`config.mk`:
```
export PLATFORM = sky130hd
export DESIGN_NAME = cic_sched
export DESIGN_NICKNAME = d
export VERILOG_FILES = /design/src/rtl/cic_sched.sv
export SDC_FILE = /design/constraint.sdc
export NUM_CORES = 1
export LEC_CHECK = 0
export BUFFER_PORTS_ARGS = -buffer_cell sky130_fd_sc_hd__buf_2
export CORE_ASPECT_RATIO = 1.4
export CORE_MARGIN = 2
export CORE_UTILIZATION = 60
export CTS_CLUSTER_SIZE = 24
export DETAILED_ROUTE_END_ITERATION = 12
export PLACE_DENSITY = 0.82
export SLEW_MARGIN = 40
export SYNTH_ARGS = -nofsm -noshare
export SYNTH_HDL_FRONTEND = slang
export SYNTH_SLANG_ARGS = --single-unit
```
`constraint.sdc`:
```
create_clock -name clk_i -period 3.4 [get_ports clk_i]
set_input_delay 0.17 -clock clk_i [delete_from_list [all_inputs] [get_ports clk_i]]
set_output_delay 0.17 -clock clk_i [all_outputs]
set_load 0.05 [all_outputs]
```
`src/rtl/cic_sched.sv`:
```
// rtl/cic_sched.sv - multichannel CIC integrate/dump scheduler
// Sequences one integrator slot per cycle per sample set and presents decimated outputs per channel.
module cic_sched #(
  parameter int DECIM_W = 10
) (
  input  logic               clk_i,
  input  logic               rst_i,
  input  logic               cfg_en_i,
  input  logic [1:0]         cfg_nch_i,
  input  logic [DECIM_W-1:0] cfg_decim_i,
  input  logic               sample_valid_i,
  output logic               sample_ready_o,
  output logic               integ_en_o,
  output logic               integ_clr_o,
  output logic [1:0]         integ_sel_o,
  output logic               out_valid_o,
  output logic [1:0]         out_ch_o,
  input  logic               out_ready_i,
  output logic               overrun_o,
  output logic               busy_o
);

  typedef enum logic [2:0] {
    S_IDLE,
    S_CLEAR,
    S_WAIT,
    S_INTEG,
    S_DUMP
  } state_t;

  state_t             state_q, state_d;
  logic [1:0]         nch_q, nch_d;
  logic [1:0]         ch_q, ch_d;
  logic [DECIM_W-1:0] decim_q, decim_d;
  logic [DECIM_W-1:0] dcnt_q, dcnt_d;
  logic               ovr_q, ovr_d;

  always_ff @(posedge clk_i or posedge rst_i) begin
    if (rst_i) begin
      state_q <= S_IDLE;
      nch_q   <= '0;
      ch_q    <= '0;
      decim_q <= '0;
      dcnt_q  <= '0;
      ovr_q   <= 1'b0;
    end else begin
      state_q <= state_d;
      nch_q   <= nch_d;
      ch_q    <= ch_d;
      decim_q <= decim_d;
      dcnt_q  <= dcnt_d;
      ovr_q   <= ovr_d;
    end
  end

  always_comb begin
    state_d        = state_q;
    nch_d          = nch_q;
    ch_d           = ch_q;
    decim_d        = decim_q;
    dcnt_d         = dcnt_q;
    ovr_d          = ovr_q;
    sample_ready_o = 1'b0;
    integ_en_o     = 1'b0;
    integ_clr_o    = 1'b0;
    integ_sel_o    = 2'd0;
    out_valid_o    = 1'b0;
    out_ch_o       = 2'd0;
    busy_o         = (state_q != S_IDLE);
    // The sticky flag survives a disable but is hidden while idle.
    overrun_o      = ovr_q && (state_q != S_IDLE);

    case (state_q)
      S_IDLE: begin
        if (cfg_en_i) begin
          nch_d   = cfg_nch_i;
          decim_d = cfg_decim_i;
          state_d = S_CLEAR;
        end
      end
      S_CLEAR: begin
        integ_clr_o = 1'b1;
        ch_d        = 2'd0;
        dcnt_d      = '0;
        // A sample arriving during the clear itself is still an overrun.
        ovr_d       = sample_valid_i;
        state_d     = S_WAIT;
      end
      S_WAIT: begin
        sample_ready_o = 1'b1;
        if (sample_valid_i) begin
          ch_d    = 2'd0;
          state_d = S_INTEG;
        end
      end
      S_INTEG: begin
        integ_en_o  = 1'b1;
        integ_sel_o = ch_q;
        if (sample_valid_i) ovr_d = 1'b1;
        if (ch_q == nch_q) begin
          ch_d = 2'd0;
          if (dcnt_q == decim_q) begin
            dcnt_d  = '0;
            state_d = S_DUMP;
          end else begin
            dcnt_d  = dcnt_q + {{(DECIM_W-1){1'b0}}, 1'b1};
            state_d = S_WAIT;
          end
        end else begin
          ch_d = ch_q + 2'd1;
        end
      end
      S_DUMP: begin
        out_valid_o = 1'b1;
        out_ch_o    = ch_q;
        integ_sel_o = ch_q;
        if (sample_valid_i) ovr_d = 1'b1;
        if (out_ready_i) begin
          if (ch_q == nch_q) begin
            ch_d    = 2'd0;
            state_d = S_WAIT;
          end else begin
            ch_d = ch_q + 2'd1;
          end
        end
      end
      default: state_d = S_IDLE;
    endcase

    // Disable overrides any sample or handshake decision made above.
    if (state_q != S_IDLE && !cfg_en_i) begin
      state_d = S_IDLE;
      ch_d    = 2'd0;
      dcnt_d  = '0;
    end
  end

endmodule

```
# Yosys cells after proc, flatten, opt, wreduce, memory -nomap -nowiden
# Index checks and enable logic that the tools add are counted.
# Widths: inputs -> output; s select.
[classes] addsub=2 n_eq_ne=12 muxes=25 reduce_logical=14
[op_table] op="$mux 10" n=3
[op_table] op="$mux 3" n=7
[op_table] op="$pmux 10 s2" n=1
[op_table] op="$ne 3x3->1 const B" n=5
[op_table] op="$pmux 3 s5" n=1
[op_table] op="$mux 2" n=6
[op_table] op="$add 10x1->10 const B" n=1
[op_table] op="$eq 10x10->1" n=1
[op_table] op="$pmux 2 s4" n=1
[op_table] op="$eq 3x2->1 const B" n=2
[op_table] op="$reduce_and 2->1" n=3
[op_table] op="$reduce_bool 3->1" n=2
[op_table] op="$mux 1" n=5
[op_table] op="$reduce_and 5->1" n=1
[op_table] op="$reduce_bool 5->1" n=1
[op_table] op="$eq 3x1->1 const B" n=1
[op_table] op="$eq 3x3->1 const B" n=1
[op_table] op="$logic_not 3->1" n=1
[op_table] op="$reduce_and 3->1" n=1
[op_table] op="$add 2x1->2 const B" n=1
[op_table] op="$eq 2x2->1" n=1
[op_table] op="$logic_and 1x1->1" n=2
[op_table] op="$ne 2x1->1 const B" n=1
[op_table] op="$pmux 1 s2" n=1
[op_table] op="3 further kinds" n=3
[totals] register_bits=28 out_inout_bits=10 wordCells=59

# Longest topological paths before layout
[logic_depth] depth_word=5 depth_mapped=8 ltp_nobuf=6

# Least setup slack after synthesis
# OpenSTA, ideal clock, no wires.
[synth_timing] kind="register to register" start="register state_q[0]" end="register decim_q[0]" setup_time_ns=0.125 arrival_time_ns=1.876 slack_ns=1.399 path_stages_with_launch=6 synth_period_minus_slack_ns=2.001 cell_sequence="dfrtp_1 buf_2 or3_1 nor2_2 buf_4 mux2_2"
[synth_between] elab_chain_len=2
[synth_lines] element="start: declaration" line_no="31" text="state_t state_q, state_d;"
[synth_lines] element="start signal: assignment" line_no="47" text="state_q <= state_d;"
[synth_lines] element="$logic_not 3->1" line_no="73" text="case (state_q)"
[synth_lines] element="$reduce_and 2->1 (no line)"
[synth_lines] element="end signal: assignment" line_no="50" text="decim_q <= decim_d;"
[synth_lines] element="end: declaration" line_no="34" text="logic [DECIM_W-1:0] decim_q, decim_d;"
# No other way between the ends.
# A chain may end at the register's enable or synchronous reset.

# Worst setup path after layout
[layout_timing] start="register state_q[2]" end="register decim_q[8]"
# The elaborated chain is that of the path after synthesis.

==> impl_metrics.ini <==
[yosys]
seq_area_frac_synth_pct = 42.2
yosys_warnings = 0
synthDistinctLibCells = 46
synth-seq-cells = 28
syn_area_per_cell_um2 = 9.71
syn_nets = 189
synth_area_um2 = 1660
synth_cells = 171

[floorplan]
die_w_um = 48.5
fp-row-count = 22
dieArea_um2 = 3210
dieHeight_um = 66.2
num_io_pins = 27
core_area_um2 = 2640
initial_core_util_pct = 62.8

[global_routing]
met3_usage_pct = 3.39
busiest_layer = met2
use_met2_pct = 45.8
gr-total-overflow = 0
grt_pass1_wl_mm = 5.94
met1_usage_pct = 26.7
grt_pass1_vias = 1342
grt.total_usage_pct = 24.1
antenna_found_initial = 0
grt_max_degree = 29

[power]
p_leak_uw = 0.000840
p_per_area_nw_per_um2 = 743
vdd_drop_max_mv = 0.649

[final_layout]
mostFrequentLayoutCell = dfrtp_1
fillers = 220
fin_nets = 212
final_cell_mix = dfrtp_1 (28), buf_2 (26), nand2_1 (17)
diodes = 0
drive_above_1_share_pct = 25.9
finalInstanceArea_um2 = 1840
syn2layout_area_growth_pct = 10.7

[sta]
fin_setup_tns_ns = 0
min_period_ns = 2.06
hold_viol_final = 0
worst_slack_ns = 1.34
drv_slew = 0
worst-slew-pin-transition_ns = 0.582
setup_viol = 0
period_share_pct = 60.7
rsz0062_at_grt = false
fin_hold_ws_ns = 0.0419
fmax_mhz = 485
skew_ns = 0.0103
slew_headroom_pct = 61.1

[cts]
clk_latency_ns = 0.34
cts_root_buffer = clkbuf_4
postCtsSetupBuffers = 0
clk_path_buf_depth = 2
ctsResizeCount = 0
cts_made_buffers = 3
cts_sinks = 28
path_clk_slew_ns = 0.15
cts-htree-levels = 1
tritoncts = yes

[setup_path]
crit_path_end_kind = flip-flop
cp.required_ns = 3.65
crit_fanout = 18
arrival_ns = 2.31
setup.worst_path.start_class = flip-flop
criticalPathCategory = flip-flop to flip-flop
reg2regPathDepth = 3

[place]
numPortBuffers = 26
pre_cts_slack_ns = 1.35
gp_congestion = 0.860
dp_hpwl_mm = 2.59
dpl_cell_area_um2 = 1780

[drt]
drcViolationCount = 0
via_per_inst = 5.97
totalWireLength_mm = 3.54
drtIter0Drc = 38
ant_nets = 0
first_pass_iters = 4
vias = 1367
wl_per_cell_um = 15.5

[status]
status = finished, final reports clean

[worst_hold_path]
hold_path_class = input pin to flip-flop
whs_path_depth = 2

[flow_run]
drv_cap = 0
area by class of cell:
| cell class | count | area [um2] | share of cell area (%) |
|---|---|---|---|
| tap | 36 | 45.0 | 2.45 |
| clock inverter | 1 | 30.0 | 1.63 |
| clock buffer | 3 | 22.5 | 1.23 |
| inverter | 10 | 37.5 | 2.04 |
| multi-input combinational | 124 | 862 | 46.9 |
| sequential | 28 | 701 | 38.1 |
| timing repair buffer | 27 | 140 | 7.62 |
cell usage after synthesis (all sizes together):
cell type | count | area (um2)
o32ai | 2 | 17.5
a31oi | 3 | 18.8
nand2 | 18 | 70.1
a2111oi | 1 | 8.76
o32a | 1 | 10.0
o21ai | 6 | 30.0
nand4 | 3 | 18.8
nand3 | 6 | 30.0
a211oi | 1 | 12.5
nand4b | 1 | 8.76
or3 | 3 | 18.8
nand3b | 1 | 7.51
xor2 | 8 | 70.1
nand2b | 2 | 20.0
nor2 | 9 | 36.3
xnor2 | 5 | 43.8
o221ai | 1 | 8.76
inv | 10 | 37.5
nor4 | 3 | 18.8
mux2 | 13 | 146
o31ai | 1 | 7.51
o211ai | 1 | 12.5
nor3 | 2 | 10.0
a21oi | 9 | 45.0
ha | 1 | 12.5
and3b | 1 | 8.76
buf | 7 | 52.5
clkbuf | 2 | 7.51
o22a | 1 | 8.76
mux2i | 3 | 30.0
a32oi | 1 | 8.76
or2 | 1 | 6.26
and3 | 2 | 12.5
a21o | 3 | 22.5
o22ai | 3 | 18.8
dfrtp | 28 | 701
and2 | 6 | 40.0
o41ai | 1 | 16.3
nor2b | 1 | 6.26
worst max-delay path, stage by stage, from the launching register on:
cell     delay (ns)
dfrtp_1        0.59
or3_1          0.50
nor2_2         0.47
mux2_2         0.41
final timing paths:
check | slack, ns | from | endpoint
worst max-delay path | 1.34 | state_q[2] | decim_q[8]
worst min-delay path | 0.04 | cfg_decim_i[1] | decim_q[1]
worst max register to register | 1.34 | state_q[2] | decim_q[8]
worst min register to register | 0.54 | ovr_q | ovr_q
max in group asynchronous | 2.57 | rst_i | dcnt_q[3]
min in group asynchronous | 0.44 | rst_i | decim_q[5]
power by group:
| part | internal [uW] | switching (uW) |
|---|---|---|
| clock | 119 | 101 |
| combinational | 253 | 355 |
| sequential | 431 | 106 |
| total | 803 | 563 |
metrics by stage:
stage	power, uW	utilization (%)	cells
floorplan	1050	-	171
global placement	1110	67.2	224
detailed placement	1150	67.2	224
CTS	1370	69.6	229
global route	1450	69.6	229
finish	1370	69.6	229
repair_timing:
action | in CTS | in global routing
endpoints found under the setup margin | 0 | 0
hold endpoints to repair | 28 | 0
hold buffers | 1 | 0
sequential cells by signal (all words and copies together), names as in the netlist:
register  flops
state_q       3
decim_q      10
nch_q         2
dcnt_q       10
ovr_q         1
ch_q          2
logic make-up after synthesis:
group | count (synthesis) | synth area share, %
AND/OR/NAND/NOR | 59 | 18.8
AO/OA/AOI/OAI | 35 | 14.8
flip-flops | 28 | 42.2
buffers and inverters | 19 | 5.88
multiplexers | 16 | 10.6
XOR/XNOR | 13 | 6.86
adder cells (fa/ha/maj) | 1 | 0.753
metal layers:
metal	vias up	part of all wire [%]	routed length (um)
met5	-	0	0
met4	0	2.5	90
met3	9	5.1	180
met2	56	55	1950
met1	655	37	1320
li1	647	-	-
(Power assumes the default switching activity.)
